## src/rtl/shift_arb_pkg.sv

```systemverilog
// Shared types and constants for the shift arbiter: data/amount widths,
// direction encodings and the request payload carried through the pipeline.
package shift_arb_pkg;

  localparam int DATA_W = 32;
  localparam int AMT_W  = 5;

  localparam logic DIR_LEFT  = 1'b0;
  localparam logic DIR_RIGHT = 1'b1;

  typedef struct packed {
    logic              dir;
    logic              arith;
    logic [DATA_W-1:0] data;
    logic [AMT_W-1:0]  amt;
  } shift_req_t;

endpackage

```

## src/rtl/shift_core.sv

```systemverilog
// Purely combinational 32-bit barrel shifter. Left shifts reuse the right
// shifter by bit-reversing the operand on the way in and the result on the way out.
module shift_core
  import shift_arb_pkg::*;
(
  input  shift_req_t        req,
  output logic [DATA_W-1:0] result
);

  logic              fill;
  logic [DATA_W-1:0] data_rev;
  logic [DATA_W-1:0] work;
  logic [DATA_W-1:0] work_rev;

  assign fill     = (req.dir == DIR_RIGHT) & req.arith & req.data[DATA_W-1];
  assign data_rev = {<<{req.data}};
  assign work_rev = {<<{work}};

  // Five log stages; fill is only ever set for arithmetic right shifts.
  always_comb begin
    work = (req.dir == DIR_RIGHT) ? req.data : data_rev;
    if (req.amt[0]) work = {{1{fill}},  work[DATA_W-1:1]};
    if (req.amt[1]) work = {{2{fill}},  work[DATA_W-1:2]};
    if (req.amt[2]) work = {{4{fill}},  work[DATA_W-1:4]};
    if (req.amt[3]) work = {{8{fill}},  work[DATA_W-1:8]};
    if (req.amt[4]) work = {{16{fill}}, work[DATA_W-1:16]};
  end

  assign result = (req.dir == DIR_RIGHT) ? work : work_rev;

endmodule

```

## src/rtl/shift_arbiter.sv

```systemverilog
// Round-robin arbiter sharing one shift_core between NREQ requesters through a
// two-stage pipeline. Define SHIFT_ARB_PRIORITY_EN to give requester 0 absolute priority.
module shift_arbiter
  import shift_arb_pkg::*;
#(
  parameter int NREQ = 4,
  parameter int IDW  = 2
) (
  input  logic                   clk,
  input  logic                   reset,
  input  logic [NREQ-1:0]        req_valid,
  output logic [NREQ-1:0]        req_ready,
  input  logic [NREQ-1:0]        req_dir,
  input  logic [NREQ-1:0]        req_arith,
  input  logic [NREQ*DATA_W-1:0] req_data,
  input  logic [NREQ*AMT_W-1:0]  req_amt,
  output logic                   resp_valid,
  input  logic                   resp_ready,
  output logic [IDW-1:0]         resp_id,
  output logic [DATA_W-1:0]      resp_data
);

  // Handshake: a transfer happens on a rising clk edge where valid and ready
  // are both high. Requesters hold valid and payload stable until that edge;
  // req_ready is combinational and may depend on req_valid. The response
  // channel follows the same rule, with resp_id/resp_data frozen while stalled.

  logic              a_valid;
  shift_req_t        a_req;
  logic [IDW-1:0]    a_id;
  logic [IDW-1:0]    rr_ptr;

  logic              adv_a;
  logic              adv_b;
  logic              grant_found;
  logic [IDW-1:0]    grant_id;
  logic              ptr_update;
  logic [IDW-1:0]    rr_next;
  logic              xfer;
  shift_req_t        grant_req;
  logic [DATA_W-1:0] shift_out;

  // First set bit of valid at or after ptr, wrapping at NREQ-1; MSB = found.
  function automatic logic [IDW:0] rr_pick(input logic [NREQ-1:0] valid,
                                           input logic [IDW-1:0]  ptr);
    logic           found;
    logic [IDW-1:0] idx;
    logic [IDW-1:0] cand;
    found = 1'b0;
    idx   = '0;
    for (int off = 0; off < NREQ; off++) begin
      cand = IDW'((int'(ptr) + off) % NREQ);
      if (!found && valid[cand]) begin
        found = 1'b1;
        idx   = cand;
      end
    end
    return {found, idx};
  endfunction

  assign adv_b = !resp_valid || resp_ready;
  assign adv_a = !a_valid || adv_b;

  always_comb begin
    grant_found = 1'b0;
    grant_id    = '0;
    ptr_update  = 1'b0;
`ifdef SHIFT_ARB_PRIORITY_EN
    if (req_valid[0]) begin
      grant_found = 1'b1;
      grant_id    = '0;
      ptr_update  = 1'b0;
    end else begin
      {grant_found, grant_id} = rr_pick(req_valid & ~NREQ'(1), rr_ptr);
      ptr_update              = grant_found;
    end
`else
    {grant_found, grant_id} = rr_pick(req_valid, rr_ptr);
    ptr_update              = grant_found;
`endif
  end

  assign req_ready = (!reset && adv_a && grant_found) ? (NREQ'(1) << grant_id) : '0;
  assign xfer      = |(req_valid & req_ready);
  assign rr_next   = (grant_id == IDW'(NREQ - 1)) ? '0 : grant_id + 1'b1;

  always_comb begin
    grant_req.dir   = req_dir[grant_id];
    grant_req.arith = req_arith[grant_id];
    grant_req.data  = req_data[DATA_W*grant_id +: DATA_W];
    grant_req.amt   = req_amt[AMT_W*grant_id +: AMT_W];
  end

  shift_core u_shift_core (
    .req    (a_req),
    .result (shift_out)
  );

  // Stage A: operand register, refilled whenever it can advance.
  always_ff @(posedge clk) begin
    if (reset) begin
      a_valid <= 1'b0;
      a_req   <= '0;
      a_id    <= '0;
      rr_ptr  <= '0;
    end else begin
      if (adv_a) begin
        a_valid <= xfer;
        if (xfer) begin
          a_req <= grant_req;
          a_id  <= grant_id;
        end
      end
      if (xfer && ptr_update) begin
        rr_ptr <= rr_next;
      end
    end
  end

  // Stage B: result register, frozen while the consumer stalls.
  always_ff @(posedge clk) begin
    if (reset) begin
      resp_valid <= 1'b0;
      resp_id    <= '0;
      resp_data  <= '0;
    end else if (adv_b) begin
      resp_valid <= a_valid;
      if (a_valid) begin
        resp_id   <= a_id;
        resp_data <= shift_out;
      end
    end
  end

endmodule

```

## config.mk

```make
export PLATFORM = sky130hd
export DESIGN_NAME = shift_arbiter
export DESIGN_NICKNAME = d
export VERILOG_FILES = /design/src/rtl/shift_arb_pkg.sv /design/src/rtl/shift_core.sv /design/src/rtl/shift_arbiter.sv
export SDC_FILE = /design/constraint.sdc
export NUM_CORES = 1
export LEC_CHECK = 0
export BUFFER_PORTS_ARGS = -buffer_cell sky130_fd_sc_hd__buf_2
export CORE_MARGIN = 5
export CORE_UTILIZATION = 30
export CTS_BUF_LIST = sky130_fd_sc_hd__clkbuf_2 sky130_fd_sc_hd__clkbuf_4 sky130_fd_sc_hd__clkbuf_8
export CTS_CLUSTER_SIZE = 20
export DETAILED_ROUTE_END_ITERATION = 10
export HOLD_SLACK_MARGIN = 0.03
export PLACE_DENSITY = 0.58
export SETUP_SLACK_MARGIN = 0.2
export SLEW_MARGIN = 20
export SYNTH_ARGS = -nofsm -noshare
export SYNTH_HDL_FRONTEND = slang
export SYNTH_HIERARCHICAL = 1
export SYNTH_SLANG_ARGS = --single-unit
export TNS_END_PERCENT = 50
```

## constraint.sdc

```tcl
create_clock -name clk -period 6.7 [get_ports clk]
set_input_delay 0.335 -clock clk [delete_from_list [all_inputs] [get_ports clk]]
set_output_delay 0.335 -clock clk [all_outputs]
set_load 0.02 [all_outputs]
```

== After elaboration in Yosys (flattened, before gate mapping) ==
Index checks and enable logic that the tools add are counted.

* Input bits: 163
* Register bits: 79
* Word-level logic and storage cells: 73
* Output and inout bits: 39

* Shift operators: 3
* Add/subtract/negate cells: 4
* Reductions and logical operators: 17
* $mul: 1
* Bitwise operators: 3
* Equal/unequal tests: 1
* Order comparisons: 5
* Mux-type cells: 29

{| class="wikitable"
|+ Operators by type and width
! cell !! number
|-
| $mux W32 || 7
|-
| $shiftx A128 B8 Y32 || 1
|-
| $shiftx A20 B6 Y5 || 1
|-
| $lt A2 B3 Y1 const B || 5
|-
| $bmux W1 S2 || 6
|-
| $mux W1 || 10
|-
| $mux W2 || 5
|-
| $logic_and A1 B1 Y1 || 6
|-
| $logic_not A1 Y1 || 6
|-
| $mul A3 B2 Y5 const A || 1
|-
| $add A2 B1 Y2 const B || 2
|-
| $add A2 B2 Y2 const B || 2
|-
| $and A4 B4 Y4 || 1
|-
| $mux W4 || 1
|-
| $reduce_and A2 Y1 || 2
|-
| $reduce_or A4 Y1 || 1
|-
| $shl A1 B2 Y4 const A || 1
|-
| $and A1 B1 Y1 || 2
|-
| $eq A2 B2 Y1 const B || 1
|-
| $logic_or A1 B1 Y1 || 2
|}

== Logic depth before layout (Yosys ltp) ==
Gate-level depths: netlist (run 1).

* Depth after elaboration: 17
* Mapped depth: 14
* Depth with buffers taken out: 10

== By module ==
The synthesis (run 1) kept the hierarchy.

{| class="wikitable"
|+ Modules (own cells, without submodules)
! module !! seq. area each (um2) !! area each (um2) !! cells an instance !! times used
|-
| shift_arbiter || 1,581.5 || 4,224.1 || 552 || 1
|-
| shift_core || 0.0 || 3,881.2 || 479 || 1
|}

== Worst setup path before layout (run 1) ==
OpenSTA, ideal clock, no wires.

* Path type: input to register
* Start point: input req_valid[0]
* End point: register a_req[10] (netlist bit)
* Data required time: 6.643 ns
* Buffers on the path: 3
* Data arrival time: 2.334 ns
* Library setup time: 0.057 ns
* Setup slack: 4.309 ns
* Cell stages on the path: 13
* Path through: nor2b_1 o21a_1 nor3_2 buf_2 inv_1 ha_1 nand2_1 o31ai_1 o21a_1 buf_4 buf_2 nor3b_1 a21o_1

* Cells in the longest elaborated chain, start to end: 17
* Elaborated cells on any way between the ends: 29
* Those cells by class: shift: 2; mux: 17; bitwise: 1; reduce/logical: 9

{| class="wikitable"
|+ Ends and longest elaborated chain
! what !! RTL line !! RTL
|-
| start: declaration || shift_arbiter.sv:11 || <nowiki>input logic [NREQ-1:0] req_valid,</nowiki>
|-
| branches (longest 17 deep; another with $bmux W1 S2) || -- ||
|-
| end signal: assignment || shift_arbiter.sv:110 || <nowiki>a_req <= grant_req;</nowiki>
|-
| end: declaration || shift_arbiter.sv:29 || <nowiki>shift_req_t a_req;</nowiki>
|}

Parallel ways; which one is timed is not known. The select of a mux whose other input is x is not followed.
A chain may end at the register's enable or synchronous reset.

== Final worst setup path (run 1) ==
* Start point: register a_req[0] (netlist bit)
* End point: register resp_data[31]

* Cells in the longest elaborated chain, start to end: 6

{| class="wikitable"
|+ Ends and longest elaborated chain
! what !! RTL line !! RTL
|-
| $mux W32 || shift_core.sv:22 || <nowiki>if (req.amt[0]) work = {{1{fill}}, work[DATA_W-1:1]};</nowiki>
|-
| $mux W32 || shift_core.sv:23 || <nowiki>if (req.amt[1]) work = {{2{fill}}, work[DATA_W-1:2]};</nowiki>
|-
| $mux W32 || shift_core.sv:24 || <nowiki>if (req.amt[2]) work = {{4{fill}}, work[DATA_W-1:4]};</nowiki>
|-
| $mux W32 || shift_core.sv:25 || <nowiki>if (req.amt[3]) work = {{8{fill}}, work[DATA_W-1:8]};</nowiki>
|-
| $mux W32 || shift_core.sv:26 || <nowiki>if (req.amt[4]) work = {{16{fill}}, work[DATA_W-1:16]};</nowiki>
|-
| $mux W32 || shift_core.sv:29 || <nowiki>assign result = (req.dir == DIR_RIGHT) ? work : work_rev;</nowiki>
|-
| via shift_out[31] || shift_arbiter.sv:41 || <nowiki>logic [DATA_W-1:0] shift_out;</nowiki>
|-
| end signal: assignment || shift_arbiter.sv:130 || <nowiki>resp_data <= shift_out;</nowiki>
|-
| end: declaration || shift_arbiter.sv:20 || <nowiki>output logic [DATA_W-1:0] resp_data</nowiki>
|}

The timed path passes the listed nets, and every way through them passes these cells.

==> summary.txt, run 1 <==
Critical path
  • CP arrival: 3.88 ns
  • FF-to-FF setup slack: 3.06 ns
  • Worst setup path category: reg -> reg
  • Type of origin of the critical path: register
  • Worst Path Required: 6.93 ns
  • Crit Reg-Reg Startpoint: a_req[0]
  • Worst r2r dst: resp_data[31]
  • Critical-path cell list: buf_4, mux4_1, mux2_2, and3_1, nor4_1, and3_1, a21oi_1, nand2_1, a21oi_1
  • R2R depth: 9
  • Worst setup EP type: register
  • Worst path max stage delay: 0.70 ns
  • CP max FO: 53
  • Critical Path Slowest Stage Cell: buf_4

Finish
  • Most common cell after layout, fill and taps aside: buf_2
  • Commonest non-fill, non-tap cells in the layout: buf_2, nand2_1, dfxtp_1
  • # nets final: 1314
  • Area Growth Syn to Fin: 13.0%
  • Layout cell share with drive strength beyond 1: 0.268
  • # diodes: 0

Routing
  • DRT iter0 DRCs: 856
  • Via Count: 8578
  • Avg WL per Cell: 18.8 um
  • Initial DRT Pass Iterations: 6
  • Remaining antenna violation count after routing: 0
  • Post-route DRC: 0
  • Routed WL: 28100 um
  • Vias per Instance: 5.73

Flow run
  • Max-cap violations: 0

Clock tree
  • CTS tree: built
  • Post-CTS setup repair buffer count: 0
  • Post-cts resize count: 0
  • Clk slew on worst S/H paths: 0.09 ns
  • Clock Path Buffers: 2
  • Worst skew pair latency: 0.39 ns
  • Total CTS buffers: 9
  • Clock Sinks: 79
  • Post-CTS Hold Fix Bufs: 0
  • Clock root buffer: clkbuf_8
  • Htree depth: 3

Power and ir drop
  • Pwr Total: 2.93 mW
  • Maximum VDD drop: 0.111 mV
  • Pwr Density: 320 nW/um2
  • Leak: 3.92 nW

Global routing
  • GRT overflow: 0
  • Largest net degree at the start of global routing: 84
  • First-pass GRT wire length: 44800 um
  • Initial antenna violation count: 0
  • Vias in the first global route: 8159
  • Overall global routing resource usage: 0.178

STA
  • Final Cycle Share: 0.544
  • Slew HR: 0.323
  • Fin Clk Skew: 0.0224 ns
  • Final setup viols: 0
  • Setup TNS: 0 ns
  • Minimum clock period: 3.64 ns
  • Final Hold Viols: 0
  • Worst Tran Pin Value: 1.02 ns
  • Pins Over Slew Limit: 0
  • RSZ-0062 raised after global routing: no
  • Fmax: 274 MHz

Outcome
  • Status: finished clean

Floorplan
  • Initial Utilization: 0.302
  • IO Pins: 202
  • Die Area: 30400 um2
  • Die height: 174 um
  • # rows: 60
  • Die X: 174 um
  • Core Region: 26800 um2

Yosys
  • Post-synth top area cell: dfxtp_1
  • Main synth FF type: dfxtp_1
  • Syn nets: 1195
  • Top cells by area, synth: dfxtp_1, nand2_1, mux4_2
  • Synth top area share: 0.195
  • Async SR Flop Fraction: 0
  • Yosys reg bits: 79
  • Cells after Synth: 1031
  • Post-synth EDFFs: 0
  • Library cells used by synthesis: 81
  • Avg Inst Size Synth: 7.86 um2
  • Yosys warning count: 6
  • Cell area after synthesis: 8110 um2
  • Register area share after synthesis: 0.195

Min path
  • Worst Hold Launch: resp_ready
  • Worst hold path type: in -> reg
  • Hold Crit Depth: 4
  • WHS Endpoint: resp_valid

Placement
  • Detailed Place HPWL: 20800 um
  • Buffers on Ports: 201
  • GPL Wtd Cong: 0.973
==> how the worst max path moves through the flow <==
stage            startpoint            end  slack (ns)  depth (start not counted)
2_1_floorplan  req_valid[0]      a_req[10]        4.31                         13
3_3_place_gp   req_valid[2]        a_id[0]        2.84                         12
3_5_place_dp       a_req[0]  resp_data[31]        3.06                          9
4_1_cts            a_req[0]  resp_data[31]        3.04                          9
5_1_grt           rr_ptr[0]      a_req[25]        2.73                         11
6_report           a_req[0]  resp_data[31]        3.06                          9
==> worst max-delay path: cells and delay by family (launching register included) <==
kind	cells	cell delay, ns
AO/OA/AOI/OAI	2	0.10
buffers and inverters	1	0.70
flip-flops	1	0.66
multiplexers	2	0.98
AND/OR/NAND/NOR	4	1.04
==> layout make-up <==
cell class              count  area (um2)
multi-input cells         839        5840
flip-flops and latches     79        1590
clock inverters             7        55.1
fillers                  2842       17600
well taps                 341         427
repair buffers            213        1100
clock buffers               9         124
inverters                   8        30.0
==> synthesized netlist by cell type (6+ instances only) <==
| library cell | n |
|---|---|
| clkbuf_1 | 43 |
| nand3_1 | 18 |
| o21a_1 | 7 |
| o21ai_0 | 19 |
| buf_2 | 32 |
| o21ai_1 | 7 |
| mux4_2 | 29 |
| a21o_1 | 42 |
| mux2_2 | 15 |
| mux2i_1 | 55 |
| nor3b_1 | 41 |
| nand2b_1 | 12 |
| a211oi_1 | 40 |
| and3_1 | 46 |
| a22oi_1 | 13 |
| buf_6 | 8 |
| o22ai_1 | 12 |
| nand2_1 | 190 |
| a31oi_1 | 45 |
| a21oi_1 | 60 |
| nor2_1 | 44 |
| o211ai_1 | 6 |
| nor2b_1 | 16 |
| buf_4 | 6 |
| nor3_1 | 12 |
| dfxtp_1 | 79 |
| a211oi_2 | 10 |
==> cells by family after synthesis <==
family / after synthesis / synth area share
AND/OR/NAND/NOR: 406 / 0.245
AO/OA/AOI/OAI: 320 / 0.278
buffers and inverters: 113 / 0.0858
multiplexers: 111 / 0.193
flip-flops: 79 / 0.195
XOR/XNOR: 1 / 0.00108
adder cells (fa/ha/maj): 1 / 0.00154
==> per-stage QoR <==
step / cell area (um2) / worst slack [ns] / util / hold slack, ns / instances
after floorplan: 8110 / 4.31 / - / 0.432 / 1031
after global placement: 8980 / 2.84 / 0.335 / 0.442 / 1480
after detailed placement: 8980 / 3.06 / 0.335 / 0.444 / 1480
after CTS: 9160 / 3.04 / 0.342 / 0.272 / 1496
after global routing: 9160 / 2.73 / 0.342 / 0.331 / 1496
final: 9160 / 3.06 / 0.342 / 0.286 / 1496
==> power breakdown <==
group / internal (mW) / total (mW) / switching (mW) / leakage [nW]
Combinational: 0.765 / 1.86 / 1.10 / 3.18
Sequential: 0.558 / 0.721 / 0.163 / 0.652
Clock: 0.139 / 0.348 / 0.209 / 0.0881
==> per-layer routing <==
metal / up-vias / wire [um] / part of all wire / GRT usage
met3: 56 / 2650 / 0.094 / 0.0439
met2: 457 / 12400 / 0.44 / 0.277
met1: 3976 / 12300 / 0.44 / 0.244
met4: 0 / 743 / 0.026 / 0.0534
met5: - / 0 / 0 / 0
li1: 4089 / - / - / -
==> state kept, by name, summed over array words and instances (netlist names) <==
register and cells:
a_id 2, rr_ptr 2, a_valid 1, resp_id 2, a_req 39, resp_valid 1, resp_data 32
Note: power is estimated with default switching activity, not from simulation.
==> run 2: changes to the inputs <==
- clock period: 6.7 -> 3.6 ns (I/O delays scaled with it)
==> summary.txt, run 2 (synthesized netlist as in run 1, its figures left out) <==
Flow run
  • Max-cap violations: 0

Critical path
  • R2R depth: 9
  • CP Launch Point: a_req[0]
  • Critical Path Slowest Stage Cell: dfxtp_4
  • Critical-path cell list: buf_4, nand2_1, o22a_1, a221oi_1, nor3_1, a311o_1, o31ai_1, nand2_1, a21oi_1
  • CP max FO: 41
  • Cell family with most CP delay: compound AO/OA/AOI/OAI gates
  • Worst setup path category: reg -> reg
  • CP arrival: 3.48 ns
  • Worst Path Required: 3.90 ns
  • FF-to-FF setup slack: 0.42 ns
  • Crit Reg-Reg Startpoint: a_req[0]
  • Buf+Inv Stages, Crit Path: 1
  • Type of origin of the critical path: register
  • Cell count along the critical path: 9
  • Worst setup EP type: register
  • Worst r2r dst: resp_data[22]
  • CP Capture Point: resp_data[22]
  • Worst path max stage delay: 0.75 ns
  • Critical Path Most Common Cell: nand2_1

Clock tree
  • Clk slew on worst S/H paths: 0.10 ns
  • Post-CTS Hold Fix Bufs: 0
  • Clock Sinks: 79
  • Post-CTS setup repair buffer count: 0
  • CTS tree: built
  • Htree depth: 3
  • Worst skew pair latency: 0.39 ns
  • Clock root buffer: clkbuf_8
  • Post-cts resize count: 0
  • Clock Path Buffers: 2
  • Total CTS buffers: 9

Finish
  • Multi-input gate area: 5840 um2
  • Final Cell Area: 9380 um2
  • Max reg flops: 39
  • Fill cell count: 2841
  • # diodes: 0
  • Area Growth Syn to Fin: 15.7%
  • Register Area: 1590 um2
  • Most common cell after layout, fill and taps aside: buf_2
  • Layout cell share with drive strength beyond 1: 0.277
  • Top reg by flops: a_req
  • Fin cells: 1513
  • Regs by FF count: a_req: 39 flops, resp_data: 32 flops
  • Commonest non-fill, non-tap cells in the layout: buf_2, nand2_1, dfxtp_1
  • # nets final: 1332

STA
  • Fmax: 314 MHz
  • Setup TNS: 0 ns
  • Final setup viols: 0
  • Worst Tran Pin Value: 0.841 ns
  • Final Hold Viols: 0
  • Slew HR: 0.439
  • RSZ-0062 raised after global routing: no
  • Minimum clock period: 3.18 ns
  • Fin Clk Skew: 0.0219 ns
  • Pins Over Slew Limit: 0
  • Final Cycle Share: 0.883
  • Setup WS post-layout: 0.420 ns

Placement
  • Detailed Place HPWL: 22300 um
  • Post-Place Cell Area: 9140 um2
  • Buffers on Ports: 201
  • Post-Place Setup Slack: 0.532 ns
  • Placed insts: 1498
  • GPL Wtd Cong: 0.941

Floorplan
  • # rows: 60
  • Die height: 174 um
  • Die Area: 30400 um2
  • Die X: 174 um
  • IO Pins: 202
  • Core Region: 26800 um2
  • Initial Utilization: 0.302

Power and ir drop
  • Leak: 4.05 nW
  • Pwr Total: 5.79 mW
  • Maximum VDD drop: 0.214 mV
  • Pwr Density: 617 nW/um2

Routing
  • Vias per Instance: 5.75
  • Avg WL per Cell: 19.6 um
  • Post-route DRC: 0
  • Initial DRT Pass Iterations: 7
  • Via Count: 8705
  • Remaining antenna violation count after routing: 0
  • DRT iter0 DRCs: 719
  • Routed WL: 29700 um

Global routing
  • Largest net degree at the start of global routing: 83
  • Initial antenna violation count: 0
  • Overall global routing resource usage: 0.188
  • Vias in the first global route: 8469
  • GRT overflow: 0
  • First-pass GRT wire length: 46900 um

Outcome
  • Status: finished clean

Min path
  • Hold Crit Depth: 4
  • Worst hold path type: in -> reg
-- run 2: cell types whose count changed in the layout (fill, tap and decap cells not counted), moves of 2 or more --
cell,delta
bufinv_16,+3
buf_12,+2
clkinvlp_4,-2
buf_4,+16
-- run 2: where the power goes --
| group | internal [mW] | switching [mW] | total (mW) |
|---|---|---|---|
| clock network | 0.463 | 0.368 | 0.830 |
| logic | 1.49 | 2.03 | 3.52 |
| registers | 1.04 | 0.400 | 1.44 |
| total | 2.99 | 2.80 | 5.79 |
-- run 2: worst min path at each step --
| stage | slack, ns | end | from |
|---|---|---|---|
| 4_1_cts | 0.1 | resp_valid | resp_ready |
| 3_5_place_dp | 0.45 | resp_data[31] | resp_data[31] |
| 3_3_place_gp | 0.44 | resp_id[1] | resp_id[1] |
| 5_1_grt | 0.1 | resp_valid | resp_ready |
| 2_1_floorplan | 0.40 | resp_valid | resp_ready |
| 6_report | 0.11 | resp_valid | resp_ready |
-- run 2: per-stage QoR --
step | utilization | hold slack [ns]
floorplan | - | 0.400
global placement | 0.341 | 0.442
detailed placement | 0.341 | 0.445
CTS | 0.350 | 0.0994
global route | 0.350 | 0.0996
finish | 0.350 | 0.110
-- run 2: tightest hold or removal path: stages --
cell and delay (ns):
buf_2 0.08, nor2b_1 0.07, nor2_1 0.09, nor2_1 0.04
-- run 2: area by class of cell --
type                            count  area share
Clock buffer                        9      0.0132
Inverter                            8     0.00320
Tap cell                          341      0.0455
Sequential cell                    79       0.169
Clock inverter                      6      0.0124
Multi-Input combinational cell    839       0.623
Timing Repair Buffer              231       0.134
-- run 2: metal layers --
layer  up-vias  wire length, um  global-route usage
met1      4077            12800               0.249
met2       430            13300               0.296
li1       4138                -                   -
met4         0              896              0.0647
met3        60             2710              0.0500
met5         -                0                   0
